File: src/rtl/ps2_pkg.sv
// Shared definitions for the PS/2 host transmitter: FSM state codes,
// frame geometry, default timing and small frame helpers.
package ps2_pkg;

   // Default timing at a 50 MHz system clock.
   localparam int INHIBIT_CYCLES_DEF = 5000;    // 100 us clock-low inhibit
   localparam int TIMEOUT_CYCLES_DEF = 750000;  // 15 ms frame watchdog

   // Bits driven by the host after the start bit: 8 data, parity, stop.
   localparam logic [3:0] FRAME_BITS = 4'd10;
   localparam logic [3:0] LAST_BIT   = FRAME_BITS - 4'd1;

   // FSM state codes.
   localparam logic [2:0] ST_IDLE      = 3'd0;
   localparam logic [2:0] ST_INHIBIT   = 3'd1;
   localparam logic [2:0] ST_START     = 3'd2;
   localparam logic [2:0] ST_SHIFT     = 3'd3;
   localparam logic [2:0] ST_ACK       = 3'd4;
   localparam logic [2:0] ST_WAIT_IDLE = 3'd5;

   // Odd parity: the parity bit makes the total count of ones odd.
   function automatic logic odd_parity(input logic [7:0] data);
      return ~^data;
   endfunction

   // Bit idx of the host-driven frame {stop, parity, data[7:0]}.
   function automatic logic frame_bit(input logic [9:0] frame, input logic [3:0] idx);
      return frame[idx];
   endfunction

endpackage

File: src/rtl/ps2_sync_edge.sv
// Two-flop synchronizer for an asynchronous PS/2 line plus a falling-edge
// strobe. Flops reset to 1 (the idle level of an open-drain line) so that
// leaving reset never produces a spurious falling edge.
module ps2_sync_edge (
   input  logic clock,
   input  logic reset,
   input  logic i_async,
   output logic o_sync,
   output logic o_fall
);

   logic r_meta;
   logic r_sync;
   logic r_prev;

   // Synchronizer chain plus one delayed copy for edge detection.
   always_ff @(posedge clock) begin
      if (reset) begin
         r_meta <= 1'b1;
         r_sync <= 1'b1;
         r_prev <= 1'b1;
      end else begin
         r_meta <= i_async;
         r_sync <= r_meta;
         r_prev <= r_sync;
      end
   end

   assign o_sync = r_sync;
   assign o_fall = r_prev & ~r_sync;

endmodule

File: src/rtl/ps2_host_tx.sv
// PS/2 host-to-device command transmitter.
//
// state     | meaning
// ----------+-------------------------------------------------------------
// IDLE      | lines released, tx_ready high, waiting for a request
// INHIBIT   | clock held low INHIBIT_CYCLES; data pulled low in last cycle
// START     | clock released, start bit (data low) held until first fall
// SHIFT     | one bit per device fall: data LSB first, parity, stop
// ACK       | lines released; next fall samples the device ACK on data
// WAIT_IDLE | wait for clock and data both high, then report done
//
// Optional build macro PS2_TX_TIMEOUT_EN adds a frame watchdog that aborts
// the frame TIMEOUT_CYCLES after entering START.
module ps2_host_tx
   import ps2_pkg::*;
#(
   parameter int INHIBIT_CYCLES = INHIBIT_CYCLES_DEF,
   parameter int TIMEOUT_CYCLES = TIMEOUT_CYCLES_DEF
) (
   input  logic       clock,
   input  logic       reset,
   input  logic [7:0] tx_data,
   input  logic       tx_valid,
   output logic       tx_ready,
   input  logic       ps2_clk_in,
   input  logic       ps2_data_in,
   output logic       ps2_clk_oe,
   output logic       ps2_data_oe,
   output logic       tx_done,
   output logic       tx_error
);

   localparam int            IW       = $clog2(INHIBIT_CYCLES + 1);
   localparam logic [IW-1:0] INH_LOAD = IW'(INHIBIT_CYCLES - 1);
   localparam logic          INH_ONE  = (INHIBIT_CYCLES == 1);

   if (INHIBIT_CYCLES < 1 || TIMEOUT_CYCLES < 1) begin : g_param_check
      $error("ps2_host_tx: INHIBIT_CYCLES and TIMEOUT_CYCLES must be at least 1");
   end

   logic          w_clk_sync;
   logic          w_clk_fall;
   logic          w_data_sync;
   logic          w_unused_data_fall;

   logic [2:0]    r_state;
   logic [9:0]    r_shift;
   logic [3:0]    r_bit_cnt;
   logic [IW-1:0] r_inh_cnt;
   logic          r_clk_oe;
   logic          r_data_oe;
   logic          r_ready;
   logic          r_done;
   logic          r_error;

`ifdef PS2_TX_TIMEOUT_EN
   localparam int            WW       = $clog2(TIMEOUT_CYCLES + 1);
   localparam logic [WW-1:0] WDG_LOAD = WW'(TIMEOUT_CYCLES - 1);
   logic [WW-1:0] r_wdog;
`endif

   ps2_sync_edge u_clk_sync (
      .clock   (clock),
      .reset   (reset),
      .i_async (ps2_clk_in),
      .o_sync  (w_clk_sync),
      .o_fall  (w_clk_fall)
   );

   ps2_sync_edge u_data_sync (
      .clock   (clock),
      .reset   (reset),
      .i_async (ps2_data_in),
      .o_sync  (w_data_sync),
      .o_fall  (w_unused_data_fall)
   );

   // Frame sequencer; every output is a register updated here.
   always_ff @(posedge clock) begin
      if (reset) begin
         r_state   <= ST_IDLE;
         r_shift   <= '0;
         r_bit_cnt <= '0;
         r_inh_cnt <= '0;
         r_clk_oe  <= 1'b0;
         r_data_oe <= 1'b0;
         r_ready   <= 1'b1;
         r_done    <= 1'b0;
         r_error   <= 1'b0;
`ifdef PS2_TX_TIMEOUT_EN
         r_wdog    <= '0;
`endif
      end else begin
         r_done  <= 1'b0;
         r_error <= 1'b0;
         case (r_state)
            ST_IDLE: begin
               if (tx_valid && r_ready) begin
                  r_shift   <= {1'b1, odd_parity(tx_data), tx_data};
                  r_bit_cnt <= '0;
                  r_inh_cnt <= INH_LOAD;
                  r_clk_oe  <= 1'b1;
                  r_data_oe <= INH_ONE;
                  r_ready   <= 1'b0;
                  r_state   <= ST_INHIBIT;
               end
            end
            ST_INHIBIT: begin
               if (r_inh_cnt == '0) begin
                  r_clk_oe  <= 1'b0;
                  r_data_oe <= 1'b1;
                  r_state   <= ST_START;
`ifdef PS2_TX_TIMEOUT_EN
                  r_wdog    <= WDG_LOAD;
`endif
               end else begin
                  r_inh_cnt <= r_inh_cnt - IW'(1);
                  r_data_oe <= (r_inh_cnt == IW'(1));
               end
            end
            ST_START: begin
               if (w_clk_fall) begin
                  r_data_oe <= ~frame_bit(r_shift, 4'd0);
                  r_state   <= ST_SHIFT;
               end
            end
            ST_SHIFT: begin
               if (w_clk_fall) begin
                  if (r_bit_cnt == LAST_BIT) begin
                     r_data_oe <= 1'b0;
                     r_state   <= ST_ACK;
                  end else begin
                     r_bit_cnt <= r_bit_cnt + 4'd1;
                     r_data_oe <= ~frame_bit(r_shift, r_bit_cnt + 4'd1);
                  end
               end
            end
            ST_ACK: begin
               r_data_oe <= 1'b0;
               if (w_clk_fall) begin
                  if (!w_data_sync) begin
                     r_state <= ST_WAIT_IDLE;
                  end else begin
                     r_error <= 1'b1;
                     r_ready <= 1'b1;
                     r_state <= ST_IDLE;
                  end
               end
            end
            ST_WAIT_IDLE: begin
               if (w_clk_sync && w_data_sync) begin
                  r_done  <= 1'b1;
                  r_ready <= 1'b1;
                  r_state <= ST_IDLE;
               end
            end
            default: begin
               r_clk_oe  <= 1'b0;
               r_data_oe <= 1'b0;
               r_ready   <= 1'b1;
               r_state   <= ST_IDLE;
            end
         endcase

`ifdef PS2_TX_TIMEOUT_EN
         // Watchdog overrides whatever the sequencer decided this cycle.
         if (r_state == ST_START || r_state == ST_SHIFT ||
             r_state == ST_ACK   || r_state == ST_WAIT_IDLE) begin
            if (r_wdog == '0) begin
               r_done    <= 1'b0;
               r_error   <= 1'b1;
               r_ready   <= 1'b1;
               r_clk_oe  <= 1'b0;
               r_data_oe <= 1'b0;
               r_state   <= ST_IDLE;
            end else begin
               r_wdog <= r_wdog - WW'(1);
            end
         end
`endif
      end
   end

   assign tx_ready    = r_ready;
   assign ps2_clk_oe  = r_clk_oe;
   assign ps2_data_oe = r_data_oe;
   assign tx_done     = r_done;
   assign tx_error    = r_error;

endmodule

File: config.mk
export PLATFORM = sky130hd
export DESIGN_NAME = ps2_host_tx
export DESIGN_NICKNAME = d
export VERILOG_FILES = /design/src/rtl/ps2_pkg.sv /design/src/rtl/ps2_sync_edge.sv /design/src/rtl/ps2_host_tx.sv
export SDC_FILE = /design/constraint.sdc
export NUM_CORES = 1
export LEC_CHECK = 0
export ABC_CLOCK_PERIOD_IN_PS = 2500
export CELL_PAD_IN_SITES_DETAIL_PLACEMENT = 0
export CELL_PAD_IN_SITES_GLOBAL_PLACEMENT = 2
export CORE_AREA = 3 3 58 114
export CTS_CLUSTER_SIZE = 25
export DETAILED_ROUTE_END_ITERATION = 16
export DIE_AREA = 0 0 61 117
export PLACE_DENSITY_LB_ADDON = 0.08
export SLEW_MARGIN = 20
export SYNTH_ARGS = -nofsm -noshare
export SYNTH_HDL_FRONTEND = slang
export SYNTH_SLANG_ARGS = --single-unit
File: constraint.sdc
create_clock -name clock -period 2.5 [get_ports clock]
set_input_delay 0.75 -clock clock [delete_from_list [all_inputs] [get_ports clock]]
set_output_delay 0.75 -clock clock [all_outputs]
set_load 0.01 [all_outputs]
==> flow_summary_export.csv, run 1 <==
group,metric,value,unit
global_route,grt_pass1_wl,8.07,mm
route,avgRoutedWirePerCell,15.9,um
route,drc,0,
route,vias_per_cell,5.61,
power,p_switching,975,uW
synth,syn_area,2040,sq um
global_route,grt_pass1_vias,1707,
critical_path,reg2regPathDepth,5,
synth,synth_most_common_cell,"dfxtp_1",
sta,min_period_over_period,91.7,%
power,p_leak,0.000865,uW
cts,numCtsBuffers,5,
critical_path,critPathMaxFanout,4,
synth,ys_warn_count,0,
synth,ys_ff_latch,40,
critical_path,worstPathArrival,2.48,ns
cts,cts-resized-gates,0,
synth,ys.flop_type,"dfxtp_1",
sta,fmax,0.436,GHz
power,seqPwrFrac,35.9,%
run,maxCapViolCount,0,
sta,maxSlewHeadroom,50.4,%
route,totalWireLength,4.91,mm
cts,cts_buffer_depth,2,
global_route,track_usage,15.4,%
critical_path,regToRegSetupSlack,0.26,ns
cts,clkTransAtPathRegs,0.06,ns
critical_path,r2r_start,"r_state[0]$_SDFFE_PP0P_",
sta,finalHoldViolCount,0,
critical_path,cpPeakStageDelay,0.70,ns
layout,utilization,41.9,%
floorplan,die_w,61,um
placement,port_buffers,17,
route,vias,1728,
global_route,grt_overflow,0,
global_route,grt_max_degree,21,
floorplan,pin_count,18,
min_path,hold_depth,1,
route,firstDrtPassIters,5,
cts,cts.htree.levels,2,
sta,worst_slack,0.208,ns
floorplan,std_cell_rows,39,
sta,tightest_slew,0.726,ns
cts,holdBufCountCts,0,
layout,layout-drive-gt1-share,13.4,%
layout,instances_no_fill,308,
sta,finClkSkew,0.00283,ns
run_status,outcome,"completed",
cts,cts_tree,"yes",
layout,nets,264,
power,max-vdd-ir-drop,0.527,mV
critical_path,crit_type,"in2reg",
min_path,hp-start,"u_data_sync.r_meta$_SDFF_PP1_",
global_route,grt_antenna_before_repair,0,
placement,hpwl,3.67,mm
critical_path,start_kind,"input pin",
cts,insertion_delay,0.28,ns
route,ant_nets,0,
synth,synth_edf_count,0,
cts,post_cts_buffers,0,
placement,post-place-cells,300,
power,intPower,1620,uW
sta,finalSetupViolCount,0,
floorplan,core-area,5810,sq um
power,pwr-share-clk,24.6,%
route,drt_iter0_drc,65,
synth,yosysSeqAreaShare,39.3,%
power,swShare,37.5,%
critical_path,crit_chain,"clkdlybuf4s50_1, a2111oi_0, o21bai_1, nor3b_1, a311oi_1",
critical_path,startpoint,"tx_valid",
cts,cts_root_buffer,"clkbuf_16",
synth,avgSynthCellArea,9.01,sq um
layout,area_growth,19.5,%
cts,cts.sinks,40,
synth,synth_top_area_share,39.3,%
placement,globalplace.congestion,0.820,
power,power_density,1070,nW/um^2
synth,syn-num-nets,244,
floorplan,die-area,7140,sq um
power,pwr-share-comb,39.5,%
critical_path,crit_path_end_kind,"register",
synth,synth_top_cell_by_area,"dfxtp_1",
critical_path,cp_slowest_cell,"a2111oi_0",
sta,rsz0062_at_grt,"no",
synth,ys_types,53,
layout,diodes,0,
synth,synth.area.top_cells,"dfxtp_1 (39%), nand2_1 (5.2%), a21oi_1 (4.2%)",
min_path,hp-class,"reg2reg",
sta,period_minus_slack,2.29,ns
floorplan,die_h,117,um
sta,maxSlewViolCount,0,
synth,ys_top_cells_by_count,"dfxtp_1 (40), nand2_1 (28), a21oi_1 (17)",
floorplan,start_util,35.1,%
placement,pre_cts_ws,-0.0683,ns
synth,postSynthCellCount,226,
synth,async_flop_share,0,%
critical_path,required,2.69,ns
-- cell families after synthesis --
family          Yosys count  synth area share [%]
mux                       6                  4.24
flops                    40                  39.3
simple gates             97                  27.6
compound gates           44                  14.9
buf+inv                  17                  3.56
fa+ha+maj                 5                  3.07
xor+xnor                 17                  7.31
-- cell usage in the layout (no fill, tap or decap), types with 4 or more instances in the layout --
cell / instances
a211oi_1: 4
a21oi_1: 17
and2_1: 5
buf_4: 7
clkbuf_16: 5
clkdlybuf4s50_1: 17
dfxtp_1: 40
ha_1: 5
inv_1: 6
nand2_1: 28
nand3_1: 5
nand4_1: 6
nor2_1: 9
nor3_1: 12
o21ai_0: 4
or2_2: 7
xnor2_1: 9
xor2_1: 8
-- critical path, delay by kind of cell --
kind | cells | cell delay [ns]
and+or+nand+nor | 1 | 0.10
AOI/OAI and AO/OA | 3 | 1.20
buffers and inverters | 1 | 0.44
-- power by group through the flow --
stage	Sequential (uW)	Clock (uW)	Combinational [uW]
after floorplan	902	0	819
after global placement	940	0	1030
after detailed placement	945	0	1030
after CTS	932	658	1040
after global routing	956	686	1160
final	933	639	1030
-- area by class of cell --
type,instances,area (sq um)
Clock inverter,2,10.0
Fill cell,577,3370
Tap cell,61,76.3
Sequential cell,40,801
Inverter,6,22.5
Multi-Input combinational cell,169,1160
Timing Repair Buffer,24,223
Clock buffer,6,139
-- metrics by stage --
stage	total power, uW	hold slack, ns	instance area [sq um]	TNS (ns)
floorplan	1720	0.389	2040	0
global placement	1970	0.401	2290	0
detailed placement	1980	0.397	2290	-0.109
CTS	2630	0.418	2430	0
global route	2800	0.431	2430	0
finish	2600	0.413	2430	0
-- path summary, 6_finish.rpt --
path / end
setup / recovery: r_state[1]$_SDFFE_PP0P_
setup reg to reg: r_bit_cnt[2]$_SDFFE_PP0P_
hold / removal: u_data_sync.o_sync$_SDFF_PP1_
hold reg to reg: u_data_sync.o_sync$_SDFF_PP1_
-- routing by layer --
metal,vias to the layer above,wire length [um],GRT usage [%]
met1,827,2010,16.9
met4,0,154,7.53
met3,10,140,3.51
met5,-,0,0
li1,852,-,-
met2,39,2610,26.8
-- sequential cells by signal, indices dropped and copies added, names as in the netlist --
signal / count
r_shift: 10
u_clk_sync.o_sync: 1
u_data_sync.o_sync: 1
r_bit_cnt: 4
u_clk_sync.r_prev: 1
tx_error: 1
tx_done: 1
ps2_clk_oe: 1
ps2_data_oe: 1
u_clk_sync.r_meta: 1
r_state: 3
tx_ready: 1
u_data_sync.r_meta: 1
r_inh_cnt: 13
Note: power is estimated with default switching activity, not from simulation.
==> run 2, diff against run 1 <==
- CELL_PAD_IN_SITES_DETAIL_PLACEMENT: 0 -> not set
- CELL_PAD_IN_SITES_GLOBAL_PLACEMENT: 2 -> not set
- CORE_AREA: 3 3 58 114 -> 4 4 53 103
- DIE_AREA: 0 0 61 117 -> 0 0 57 107
==> run 2 against run 1 <==
  * Die area shrank 15%
  * Combinational power is essentially flat
  * Clock skew grew 0.0032 ns
  * Worst hold slack gained 0.015 ns
  * Non-clock buffer count grew 2
  * Global-route usage grew 0.91 points
  * Largest power group unchanged
  * Flip-flop and latch count is the same
==> flow_summary_export.csv, run 2 (synthesized netlist as in run 1, its figures left out) <==
group,metric,value,unit
run_status,outcome,"completed",
critical_path,critPathBufInv,1,
sta,maxSlewViolCount,0,
cts,clkTransAtPathRegs,0.07,ns
cts,cts.sinks,40,
layout,largest_register_ffs,13,
sta,worst_slack,0.303,ns
cts,cts-resized-gates,0,
floorplan,die_w,57,um
route,drc,0,
global_route,busiest_layer,"met2",
sta,finClkSkew,0.00599,ns
floorplan,pin_count,18,
critical_path,critPathTopFamily,"compound AO/OA/AOI/OAI gates",
global_route,grt.met2_usage,29.1,%
global_route,track_usage,16.3,%
cts,cts_buffer_depth,2,
route,drt_iter0_drc,32,
sta,rsz0062_at_grt,"no",
power,p_leak,0.000849,uW
route,totalWireLength,4.61,mm
global_route,grt_antenna_before_repair,0,
cts,cts.htree.levels,2,
cts,cts_root_buffer,"clkbuf_8",
cts,cts_tree,"yes",
sta,holdWs,0.428,ns
critical_path,cp_slowest_cell,"a2111oi_0",
cts,holdBufCountCts,0,
critical_path,crit_path_end_kind,"register",
min_path,hp-class,"reg2reg",
run,maxCapViolCount,0,
floorplan,die_h,107,um
power,max-vdd-ir-drop,0.741,mV
sta,period_minus_slack,2.20,ns
layout,fillers,465,
layout,area_growth,17.3,%
sta,finalSetupViolCount,0,
route,ant_nets,0,
cts,post_cts_buffers,0,
global_route,grt_overflow,0,
power,power_density,1010,nW/um^2
layout,multiInputGateArea,1160,sq um
layout,largestRegisters,"r_inh_cnt: 13 flops, r_shift: 10 flops, r_bit_cnt: 4 flops",
route,firstDrtPassIters,4,
critical_path,cpPeakStageDelay,0.63,ns
layout,nets,266,
layout,diodes,0,
route,vias_per_cell,5.58,
cts,insertion_delay,0.28,ns
global_route,grt_pass1_vias,1736,
global_route,grt_pass1_wl,7.90,mm
layout,mostFrequentLayoutCells,"dfxtp_1 (40), nand2_1 (28), a21oi_1 (17), clkdlybuf4s50_1 (17), nor3_1 (12)",
critical_path,critPathMaxFanout,4,
critical_path,crit_type,"in2reg",
sta,finalHoldViolCount,0,
cts,numCtsBuffers,5,
placement,globalplace.congestion,0.779,
layout,regArea,801,sq um
floorplan,die-area,6100,sq um
layout,regMostFlops,"r_inh_cnt",
sta,fmax,0.455,GHz
global_route,grt_max_degree,17,
layout,final_common_cell,"dfxtp_1",
sta,tightest_slew,0.645,ns
placement,hpwl,3.44,mm
route,avgRoutedWirePerCell,15.2,um
critical_path,worstPathArrival,2.37,ns
layout,layout-drive-gt1-share,13.7,%
sta,min_period_over_period,87.9,%
floorplan,start_util,43.9,%
critical_path,start_kind,"input pin",
placement,port_buffers,17,
power,total_power,2420,uW
route,vias,1691,
floorplan,std_cell_rows,35,
sta,maxSlewHeadroom,55.9,%
placement,pre_cts_ws,0.0150,ns
floorplan,core-area,4640,sq um
global_route,grtUsageMet1,17.8,%
critical_path,crit_chain,"clkdlybuf4s50_1, a2111oi_0, o21bai_1, nor3b_1, o2111a_1",
sta,tns,0,ns
critical_path,required,2.68,ns
layout,utilization,51.5,%
global_route,met3_usage,2.65,%
==> run 2: cell count changes in the layout (fill, tap and decap cells not counted) <==
cell	before	now
clkbuf_8	1	7
clkbuf_16	5	0
buf_4	7	9
clkinv_2	2	0
==> run 2: metal layers <==
metal / vias up / wire length [um]
met4: 0 / 132
li1: 861 / -
met5: - / 0
met1: 789 / 1840
met2: 30 / 2520
met3: 11 / 123
==> run 2: where the power goes <==
part / switching, uW / internal [uW] / total, uW
registers: 144 / 774 / 918
clock network: 211 / 246 / 457
logic: 584 / 463 / 1050
==> run 2: metrics by stage <==
step                instances  instance area [sq um]
global route              303                   2390
CTS                       303                   2390
detailed placement        296                   2290
finish                    303                   2390
global placement          296                   2290
floorplan                 226                   2040
==> run 2: area by class of cell <==
| class | instances | share of cell area, % |
|---|---|---|
| Inverter | 6 | 0.942 |
| Timing Repair Buffer | 26 | 9.95 |
| Clock buffer | 7 | 4.03 |
| Sequential cell | 40 | 33.5 |
| Tap cell | 55 | 2.88 |
| Multi-Input combinational cell | 169 | 48.7 |
==> run 2: path summary, 6_finish.rpt <==
path | from | endpoint | slack (ns) | cells after the start
setup / recovery | tx_valid | r_state[0]$_SDFFE_PP0P_ | 0.30 | 5
hold / removal | u_data_sync.r_meta$_SDFF_PP1_ | u_data_sync.o_sync$_SDFF_PP1_ | 0.43 | 1
setup reg to reg | r_state[0]$_SDFFE_PP0P_ | r_inh_cnt[10]$_SDFFE_PP0P_ | 0.41 | 5
hold reg to reg | u_data_sync.r_meta$_SDFF_PP1_ | u_data_sync.o_sync$_SDFF_PP1_ | 0.43 | 1
==> run 3, diff against run 2 <==
- CTS_CLUSTER_SIZE: 25 -> 20
==> results of run 3 <==
No change in the layout: final DEF, timing and power equal those of run 2.
